`src/rtl/fakeram130_64x7_ctrl_if.sv`:
```
// Request/response and macro-side bus for the fakeram130 64x7 controller.
// The slave modport is the controller's view; the master modport is the view of the requester/macro side.
interface fakeram130_64x7_ctrl_if #(
    parameter int BITS       = 7,
    parameter int ADDR_WIDTH = 6
);
    logic                  req_v_i;
    logic                  req_ready_o;
    logic                  req_we_i;
    logic [ADDR_WIDTH-1:0] req_addr_i;
    logic [BITS-1:0]       req_data_i;
    logic [BITS-1:0]       req_mask_i;

    logic                  resp_v_o;
    logic                  resp_ready_i;
    logic [BITS-1:0]       resp_data_o;

    logic                  init_done_o;

    logic                  ram_ce_o;
    logic                  ram_we_o;
    logic [ADDR_WIDTH-1:0] ram_addr_o;
    logic [BITS-1:0]       ram_wd_o;
    logic [BITS-1:0]       ram_wmask_o;
    logic [BITS-1:0]       ram_rd_i;

    modport slave (
        input  req_v_i, req_we_i, req_addr_i, req_data_i, req_mask_i,
        input  resp_ready_i, ram_rd_i,
        output req_ready_o, resp_v_o, resp_data_o, init_done_o,
        output ram_ce_o, ram_we_o, ram_addr_o, ram_wd_o, ram_wmask_o
    );

    modport master (
        output req_v_i, req_we_i, req_addr_i, req_data_i, req_mask_i,
        output resp_ready_i, ram_rd_i,
        input  req_ready_o, resp_v_o, resp_data_o, init_done_o,
        input  ram_ce_o, ram_we_o, ram_addr_o, ram_wd_o, ram_wmask_o
    );
endinterface

```
`src/rtl/fakeram130_64x7_ctrl.sv`:
```
// Controller for a 64x7 single-port macro: zero-fills the array after reset, then serves
// masked writes and credit-limited reads through a 3-entry in-order response FIFO.
//
// state | meaning
// INIT  | zero-fill, one masked-all write per cycle at fill_addr
// RUN   | accept requests while fewer than 3 reads are outstanding
module fakeram130_64x7_ctrl #(
    parameter int BITS       = 7,
    parameter int WORD_DEPTH = 64,
    parameter int ADDR_WIDTH = 6
) (
    input logic                   clk,
    input logic                   reset,
    fakeram130_64x7_ctrl_if.slave bus
);
    localparam logic [0:0] ST_INIT = 1'b0;
    localparam logic [0:0] ST_RUN  = 1'b1;
    localparam logic [ADDR_WIDTH-1:0] LAST_ADDR = ADDR_WIDTH'(WORD_DEPTH - 1);

    logic [0:0]            state;
    logic [ADDR_WIDTH-1:0] fill_addr;
    logic [1:0]            credit;
    logic                  rd_pend;
    logic [BITS-1:0]       fifo_mem [3];
    logic [1:0]            wr_ptr;
    logic [1:0]            rd_ptr;
    logic [1:0]            count;

    logic run;
    logic accept;
    logic rd_accept;
    logic push;
    logic pop;

    function automatic logic [1:0] ptr_inc(input logic [1:0] p);
        return (p == 2'd2) ? 2'd0 : p + 2'd1;
    endfunction

    assign run              = (state == ST_RUN);
    assign bus.req_ready_o  = run && (credit != 2'd3);
    assign accept           = bus.req_v_i && bus.req_ready_o;
    assign rd_accept        = accept && !bus.req_we_i;
    assign push             = rd_pend;
    assign pop              = bus.resp_v_o && bus.resp_ready_i;
    assign bus.resp_v_o     = (count != 2'd0);
    assign bus.resp_data_o  = fifo_mem[rd_ptr];
    assign bus.init_done_o  = run;

    // Macro pins are gated by reset directly so nothing reaches the array while reset is held.
    always_comb begin
        bus.ram_ce_o    = 1'b0;
        bus.ram_we_o    = 1'b0;
        bus.ram_addr_o  = '0;
        bus.ram_wd_o    = '0;
        bus.ram_wmask_o = '0;
        if (!reset) begin
            if (!run) begin
                bus.ram_ce_o    = 1'b1;
                bus.ram_we_o    = 1'b1;
                bus.ram_addr_o  = fill_addr;
                bus.ram_wmask_o = '1;
            end else if (accept) begin
                bus.ram_ce_o    = 1'b1;
                bus.ram_we_o    = bus.req_we_i;
                bus.ram_addr_o  = bus.req_addr_i;
                bus.ram_wd_o    = bus.req_data_i;
                bus.ram_wmask_o = bus.req_mask_i;
            end
        end
    end

    always_ff @(posedge clk or posedge reset) begin
        if (reset) begin
            state     <= ST_INIT;
            fill_addr <= '0;
        end else if (!run) begin
            fill_addr <= fill_addr + 1'b1;
            if (fill_addr == LAST_ADDR) begin
                state <= ST_RUN;
            end
        end
    end

    // Credit counts FIFO entries plus the read in flight, so the FIFO can never overflow.
    always_ff @(posedge clk or posedge reset) begin
        if (reset) begin
            rd_pend <= 1'b0;
            credit  <= 2'd0;
            count   <= 2'd0;
            wr_ptr  <= 2'd0;
            rd_ptr  <= 2'd0;
            for (int i = 0; i < 3; i++) begin
                fifo_mem[i] <= '0;
            end
        end else begin
            rd_pend <= rd_accept;
            if (push) begin
                fifo_mem[wr_ptr] <= bus.ram_rd_i;
                wr_ptr           <= ptr_inc(wr_ptr);
            end
            if (pop) begin
                rd_ptr <= ptr_inc(rd_ptr);
            end
            case ({push, pop})
                2'b10:   count <= count + 2'd1;
                2'b01:   count <= count - 2'd1;
                default: ;
            endcase
            case ({rd_accept, pop})
                2'b10:   credit <= credit + 2'd1;
                2'b01:   credit <= credit - 2'd1;
                default: ;
            endcase
        end
    end
endmodule
```
`src/flat_wrapper.sv`:
```
// flat-port wrapper written by rule: the top's interface ports become plain ports
module fakeram130_64x7_ctrl_flat 
#(
    parameter int BITS       = 7,
    parameter int WORD_DEPTH = 64,
    parameter int ADDR_WIDTH = 6
)
  (clk, reset, bus_req_v_i, bus_req_we_i, bus_req_addr_i, bus_req_data_i, bus_req_mask_i, bus_resp_ready_i, bus_ram_rd_i, bus_req_ready_o, bus_resp_v_o, bus_resp_data_o, bus_init_done_o, bus_ram_ce_o, bus_ram_we_o, bus_ram_addr_o, bus_ram_wd_o, bus_ram_wmask_o);
  fakeram130_64x7_ctrl_if #(.BITS(BITS), .ADDR_WIDTH(ADDR_WIDTH)) bus_i ();
  input logic clk;
  input logic reset;
  input wire logic [$bits(bus_i.req_v_i)-1:0] bus_req_v_i;
  input wire logic [$bits(bus_i.req_we_i)-1:0] bus_req_we_i;
  input wire logic [$bits(bus_i.req_addr_i)-1:0] bus_req_addr_i;
  input wire logic [$bits(bus_i.req_data_i)-1:0] bus_req_data_i;
  input wire logic [$bits(bus_i.req_mask_i)-1:0] bus_req_mask_i;
  input wire logic [$bits(bus_i.resp_ready_i)-1:0] bus_resp_ready_i;
  input wire logic [$bits(bus_i.ram_rd_i)-1:0] bus_ram_rd_i;
  output wire logic [$bits(bus_i.req_ready_o)-1:0] bus_req_ready_o;
  output wire logic [$bits(bus_i.resp_v_o)-1:0] bus_resp_v_o;
  output wire logic [$bits(bus_i.resp_data_o)-1:0] bus_resp_data_o;
  output wire logic [$bits(bus_i.init_done_o)-1:0] bus_init_done_o;
  output wire logic [$bits(bus_i.ram_ce_o)-1:0] bus_ram_ce_o;
  output wire logic [$bits(bus_i.ram_we_o)-1:0] bus_ram_we_o;
  output wire logic [$bits(bus_i.ram_addr_o)-1:0] bus_ram_addr_o;
  output wire logic [$bits(bus_i.ram_wd_o)-1:0] bus_ram_wd_o;
  output wire logic [$bits(bus_i.ram_wmask_o)-1:0] bus_ram_wmask_o;
  assign bus_i.req_v_i = bus_req_v_i;
  assign bus_i.req_we_i = bus_req_we_i;
  assign bus_i.req_addr_i = bus_req_addr_i;
  assign bus_i.req_data_i = bus_req_data_i;
  assign bus_i.req_mask_i = bus_req_mask_i;
  assign bus_i.resp_ready_i = bus_resp_ready_i;
  assign bus_i.ram_rd_i = bus_ram_rd_i;
  assign bus_req_ready_o = bus_i.req_ready_o;
  assign bus_resp_v_o = bus_i.resp_v_o;
  assign bus_resp_data_o = bus_i.resp_data_o;
  assign bus_init_done_o = bus_i.init_done_o;
  assign bus_ram_ce_o = bus_i.ram_ce_o;
  assign bus_ram_we_o = bus_i.ram_we_o;
  assign bus_ram_addr_o = bus_i.ram_addr_o;
  assign bus_ram_wd_o = bus_i.ram_wd_o;
  assign bus_ram_wmask_o = bus_i.ram_wmask_o;
  fakeram130_64x7_ctrl #(.BITS(BITS), .WORD_DEPTH(WORD_DEPTH), .ADDR_WIDTH(ADDR_WIDTH)) u_core (.clk(clk), .reset(reset), .bus(bus_i));
endmodule
```
`config.mk`:
```
export PLATFORM = sky130hd
export DESIGN_NAME = fakeram130_64x7_ctrl_flat
export DESIGN_NICKNAME = d
export VERILOG_FILES = /design/src/rtl/fakeram130_64x7_ctrl_if.sv /design/src/rtl/fakeram130_64x7_ctrl.sv /design/src/flat_wrapper.sv
export SDC_FILE = /design/constraint.sdc
export NUM_CORES = 1
export LEC_CHECK = 0
export BUFFER_PORTS_ARGS = -buffer_cell sky130_fd_sc_hd__buf_2
export CAP_MARGIN = 20
export CELL_PAD_IN_SITES_DETAIL_PLACEMENT = 1
export CELL_PAD_IN_SITES_GLOBAL_PLACEMENT = 2
export CORE_ASPECT_RATIO = 0.7
export CORE_MARGIN = 1
export CORE_UTILIZATION = 35
export CTS_BUF_LIST = sky130_fd_sc_hd__clkbuf_4
export DETAILED_ROUTE_END_ITERATION = 12
export PLACE_DENSITY_LB_ADDON = 0.25
export SLEW_MARGIN = 20
export SYNTH_ARGS = -nofsm -noshare
export SYNTH_HDL_FRONTEND = slang
export SYNTH_SLANG_ARGS = --single-unit
```
`constraint.sdc`:
```
create_clock -name clk -period 4.75 [get_ports clk]
set_input_delay 0.2375 -clock clk [delete_from_list [all_inputs] [get_ports clk]]
set_output_delay 0.2375 -clock clk [all_outputs]
set_load 0.02 [all_outputs]
```
## Word-level counts from Yosys, hierarchy flattened

Index checks and enable logic that the tools add are counted.

- Equal/unequal tests: 8
- Order comparisons: 3
- Add/subtract/negate cells: 7
- Reductions and logical operators: 9
- Mux-type cells: 27
- Bitwise operators: 2

Operators with widths:

| operator | number |
|---|---|
| 7-bit two-way mux | 9 |
| 21-bit bitwise mux | 1 |
| 6-bit two-way mux | 3 |
| 7-bit binary-select mux with 2-bit select | 1 |
| 7-bit demux with 2-bit select | 1 |
| 2-bit by 1-bit adder with 2-bit output (second input constant) | 4 |
| 2-bit equality test (second input constant) | 4 |
| 1-bit two-way mux | 8 |
| 2-bit case mux with 2 select lines | 2 |
| 6-bit by 1-bit adder with 6-bit output (second input constant) | 1 |
| 6-bit equality test (second input constant) | 1 |
| 3-bit greater-or-equal comparator (second input constant) | 2 |
| 2-bit NOT with 3-bit output | 2 |
| 2-bit nonzero test | 3 |
| 1-bit logical AND | 5 |
| 2-bit by 1-bit equality test with 1-bit output (second input constant) | 2 |
| 2-bit two-way mux | 2 |
| 2-bit by 1-bit subtractor with 2-bit output (second input constant) | 2 |
| 3-bit by 1-bit < comparator with 1-bit output (second input constant) | 1 |
| 2-bit inequality test (second input constant) | 1 |
| 1-bit zero test | 1 |

- Bits of input ports: 32
- Flip-flop bits (word level): 37
- Word-level logic and storage cells: 66
- Output and inout bits: 32

## Longest topological paths before layout

- Word-level depth: 6
- Mapped depth: 7
- Mapped depth without buffers: 6

## Worst setup path after synthesis

No wires, ideal clock.

- Path type: register to register
- From: register u_core.state, in the netlist u_core.bus.init_done_o
- To: register u_core.credit[1]
- Cell stages (with the launch flop): 7
- Required time: 4671 ps
- Path slack: 2912 ps
- Arrival time: 1758 ps
- Buffers on the path: 1
- Library setup time: 79 ps
- Period minus slack after synthesis: 1838 ps
- Cells stage by stage: dfrtp_1 > buf_2 > a21bo_2 > or3_1 > ha_1 > nor2_1 > xor2_1

- Word-level cells in the longest chain between the ends: 5
- Elaborated cells between the ends (all ways): 7
- Those cells by class: 2 x eq/ne; 1 x mux; 4 x reduce/logical

Ends and longest elaborated chain:

| what | line | source |
|---|---|---|
| from (decl) | fakeram130_64x7_ctrl.sv:20 | `logic [0:0] state;` |
| from (signal assigned) | fakeram130_64x7_ctrl.sv:74 | `state <= ST_INIT;` |
| from (signal assigned) | fakeram130_64x7_ctrl.sv:79 | `state <= ST_RUN;` |
| 1-bit logical AND (*) | fakeram130_64x7_ctrl.sv:40 | `assign bus.req_ready_o = run && (credit != 2'd3);` |
| 1-bit logical AND (*) | fakeram130_64x7_ctrl.sv:41 | `assign accept = bus.req_v_i && bus.req_ready_o;` |
| 1-bit logical AND (*) | fakeram130_64x7_ctrl.sv:42 | `assign rd_accept = accept && !bus.req_we_i;` |
| 2-bit by 1-bit equality test with 1-bit output or 2-bit equality test (tied branches) | fakeram130_64x7_ctrl.sv:109 | `case ({rd_accept, pop})` |
| 2-bit case mux with 2 select lines or 2-bit nonzero test (tied branches) | -- |  |
| to (signal assigned) | fakeram130_64x7_ctrl.sv:110 | `2'b10: credit <= credit + 2'd1;` |
| to (signal assigned) | fakeram130_64x7_ctrl.sv:111 | `2'b01: credit <= credit - 2'd1;` |
| to (decl) | fakeram130_64x7_ctrl.sv:22 | `logic [1:0] credit;` |

Mark *: on every way between the ends. The rest lies on a longest branch, timed or not.
A chain may end at the register's enable or synchronous reset.

## Worst setup path in the final report

- From: register u_core.state, in the netlist u_core.bus.init_done_o
- To: output port bus_ram_addr_o[0]

- Word-level cells in the longest chain between the ends: 5

Ends and longest elaborated chain:

| what | line | source |
|---|---|---|
| 1-bit logical AND | fakeram130_64x7_ctrl.sv:40 |  |
| 1-bit logical AND | fakeram130_64x7_ctrl.sv:41 |  |
| 6-bit two-way mux | fakeram130_64x7_ctrl.sv:62 | `end else if (accept) begin` |
| 6-bit two-way mux (*) | fakeram130_64x7_ctrl.sv:57 | `if (!run) begin` |
| 6-bit two-way mux (*) | fakeram130_64x7_ctrl.sv:56 | `if (!reset) begin` |
| to (decl) | flat_wrapper.sv:25 | `output wire logic [$bits(bus_i.ram_addr_o)-1:0] bus_ram_addr_o;` |

Marked as above.

==> run summary <==
DRC - 0
final weighted congestion in routability-driven placement - 0.713
reg2reg setup slack - 2.87 ns
insertion delay to the later sink of the worst-skew pair - 0.34 ns
starting density of the core - 37.7%
number of buffers inserted during clock tree synthesis - 5
Tot Pwr - 916 µW
die span in y - 63.0 µm
number of hold-repair buffers added at the cts stage - 0
highest ir drop seen on vdd - 130 µV
Hold/Removal Path Class - in2async
number of H-tree branching levels - 2
Total Die Area - 0.00562 mm²
worst slack at placement - 2.44 ns
Worst EP required - 4.51 ns
fraction of synthesized cell area taken by the top area cell type - 49.7%
Slowest Stage Delay on Critical Path - 0.55 ns
area added between synthesis and finish - 25.6%
number of flops mapped to enable cells by yosys - 0
top achievable clock speed - 422 MHz
critical path class - reg2out
Clock Sinks - 37
Critical path buffers and inverters - 1
I/O pin cnt - 64
final count of pins violating max slew - 0
max-cap check violation count - 0
worst r2r src - u_core.bus.init_done_o
Synth warnings - 0
number of port buffers - 63
critical-path maximum fanout - 21
number of iterations in the first detailed-routing pass - 4
Resized Gates After CTS - 0
Synthesized Nets - 191
critical path endpoint category - output pin
Post-Synthesis Cells - 156
placed wire-length estimate after detailed placement - 3440 µm
Min Hold Slack - 0.0367 ns
actual slew at the worst max-slew pin - 0.841 ns
total leakage power - 1.23 nW
CP startpoint - u_core.bus.init_done_o
unrepaired setup endpoints after global routing - no
average wire length per cell after detail routing - 15.3 µm
wire length reported by the detailed router - 4450 µm
cell type contributing the most total cell area after synthesis - sky130_fd_sc_hd__dfrtp_1
kind of cell adding the most delay to the critical path - compound AO/OA/AOI/OAI gates
max-slew headroom at the worst pin - 43.7%
ratio of cells with drive above 1 in the final layout - 45.7%
post-synth cell types - 32
status - finished clean
clock tree from TritonCTS - done
count of final hold-check violations - 0
Setup Skew - 0.00657 ns
Chip Width - 89.2 µm
# setup viols final - 0
worst endpoint data arrival time - 2.13 ns
global-route wire length before repair - 7550 µm
Detailed Route Iter0 Violations - 31
number of nets in the final layout - 255
Synth area leaders - sky130_fd_sc_hd__dfrtp_1 50%, sky130_fd_sc_hd__mux2_2 9.7%, sky130_fd_sc_hd__mux2_4 5.6%
cell area after technology mapping - 0.00186 mm²
Power per Cell Area - 391 mW/mm²
Post-synth ARST share - 100%
ordered cell list for the critical path - a21bo_2, nor3_4, a22o_1, buf_2
FILL cells - 574
antenna violations before repair - 0
grt ovf - 0
maximum clock path buffer count - 2
count of buffers added by post-CTS timing repair for setup - 0
part of the Yosys area used for sequential elements - 49.7%
post-route clock period utilization - 49.9%
overall fraction of global-route tracks in use - 18.0%
Primary FF master, synth - sky130_fd_sc_hd__dfrtp_1
core area - 0.00494 mm²
Placement Rows - 21
antenna violation net count after detailed routing - 0
Synth Register Bits - 37
via count of the first global-routing pass - 1517
register clock-pin slew on the reported worst setup and hold paths - 0.11 ns
total via count in the routed design - 1381
startpoint type of the worst setup path - flop
cell with the largest stage delay on the worst path - sky130_fd_sc_hd__nor3_4
mean instance size in the synthesized netlist - 11.9 µm²
crit path time final - 2.37 ns
per-cell via count in the routed design - 4.76
antenna diode count - 0
setup ws final - 2.38 ns
setup TNS - 0 ns
CTS root buf - sky130_fd_sc_hd__clkbuf_4
pin count of the biggest net entering global routing - 39
==> sequential cells by signal, summed over array words and instances, names as in the netlist <==
name                    flops
u_core.bus.init_done_o      1
u_core.fill_addr            6
u_core.count                2
u_core.rd_ptr               2
u_core.push                 1
u_core.fifo_mem            21
u_core.credit               2
u_core.wr_ptr               2
==> cells in the final DEF, fill, tap and decap left out <==
master / synthesis / layout
sky130_fd_sc_hd__nor3_2: 2 / 1
sky130_fd_sc_hd__xnor2_1: 9 / 9
sky130_fd_sc_hd__dfrtp_1: 37 / 37
sky130_fd_sc_hd__o21ai_0: 8 / 8
sky130_fd_sc_hd__xor2_1: 2 / 2
sky130_fd_sc_hd__buf_2: 3 / 63
sky130_fd_sc_hd__nor3_1: 1 / 1
sky130_fd_sc_hd__nand3_1: 3 / 3
sky130_fd_sc_hd__clkbuf_4: 0 / 5
sky130_fd_sc_hd__nand4_1: 1 / 1
sky130_fd_sc_hd__a21bo_2: 1 / 1
sky130_fd_sc_hd__inv_2: 1 / 1
sky130_fd_sc_hd__bufinv_16: 0 / 2
sky130_fd_sc_hd__mux2_2: 16 / 16
sky130_fd_sc_hd__nor2b_1: 2 / 2
sky130_fd_sc_hd__or3_1: 2 / 2
sky130_fd_sc_hd__nor2_1: 3 / 3
sky130_fd_sc_hd__ha_1: 3 / 3
sky130_fd_sc_hd__nand2_1: 8 / 8
sky130_fd_sc_hd__and2_1: 8 / 8
sky130_fd_sc_hd__inv_1: 6 / 6
sky130_fd_sc_hd__nor3_4: 0 / 1
sky130_fd_sc_hd__nand2b_1: 1 / 1
sky130_fd_sc_hd__mux2i_1: 7 / 7
sky130_fd_sc_hd__a21oi_1: 1 / 1
sky130_fd_sc_hd__a21o_1: 10 / 10
sky130_fd_sc_hd__a22o_1: 6 / 6
sky130_fd_sc_hd__clkinv_2: 0 / 1
sky130_fd_sc_hd__o22ai_1: 1 / 1
sky130_fd_sc_hd__mux2_4: 7 / 7
sky130_fd_sc_hd__buf_4: 1 / 1
sky130_fd_sc_hd__a31o_2: 1 / 1
sky130_fd_sc_hd__and3_1: 1 / 1
sky130_fd_sc_hd__or2_2: 1 / 1
==> final timing paths <==
path                                       endpoint  cells after the start
worst min-delay path             u_core.fifo_mem[4]                      3
worst min register to register      u_core.count[1]                      1
max in group asynchronous           u_core.count[1]                      3
min in group clk                u_core.fifo_mem[20]                      2
worst max register to register     u_core.credit[1]                      5
worst max-delay path              bus_ram_addr_o[0]                      4
==> area by class of cell <==
type / instances / area (µm²) / area share [%]
clock buffer: 5 / 37.5 / 1.61
multi-input combinational: 105 / 875 / 37.4
tap: 69 / 86.3 / 3.69
clock inverter: 3 / 65.1 / 2.78
sequential: 37 / 926 / 39.6
inverter: 7 / 26.3 / 1.12
timing repair buffer: 64 / 323 / 13.8
==> cells by family after synthesis <==
family,Yosys count,share of synthesized area [%]
compound gates,28,10.6
buf+inv,14,3.63
mux,30,19.1
fa+ha+maj,3,2.02
xor+xnor,11,5.18
simple gates,33,9.74
flops,37,49.7
==> synth_stat cells (6+ instances only) <==
library cell	instances
sky130_fd_sc_hd__a21o_1	10
sky130_fd_sc_hd__a22o_1	6
sky130_fd_sc_hd__and2_1	8
sky130_fd_sc_hd__dfrtp_1	37
sky130_fd_sc_hd__inv_1	6
sky130_fd_sc_hd__mux2_2	16
sky130_fd_sc_hd__mux2_4	7
sky130_fd_sc_hd__mux2i_1	7
sky130_fd_sc_hd__nand2_1	8
sky130_fd_sc_hd__o21ai_0	8
sky130_fd_sc_hd__xnor2_1	9
==> routing by layer <==
layer | GRT usage, % | vias to the layer above | part of all wire, %
met5 | 0 | - | 0
met4 | 4.76 | 0 | 0.83
met3 | 3.96 | 5 | 3.2
met2 | 30.2 | 21 | 52
met1 | 23.2 | 682 | 44
li1 | - | 673 | -
==> stage by stage <==
| stage | util (%) | instances | area, µm² |
|---|---|---|---|
| floorplan | - | 156 | 1860 |
| global placement | 45.1 | 282 | 2230 |
| detailed placement | 45.1 | 282 | 2230 |
| CTS | 47.2 | 290 | 2330 |
| global route | 47.3 | 290 | 2340 |
| finish | 47.3 | 290 | 2340 |
==> power by group <==
part           internal [mW]  total [mW]  switching [mW]
Combinational          0.111       0.243           0.132
Clock                  0.163       0.268           0.105
Sequential             0.350       0.405          0.0555
Total                  0.624       0.916           0.292
==> worst reg2reg max path, cell delays in order (launching register included) <==
cell,delay (ns)
sky130_fd_sc_hd__dfrtp_1,0.52
sky130_fd_sc_hd__a21bo_2,0.30
sky130_fd_sc_hd__or3_1,0.36
sky130_fd_sc_hd__ha_1,0.33
sky130_fd_sc_hd__nor2_1,0.14
sky130_fd_sc_hd__xor2_1,0.16
Power figures use the tool's default switching activity.
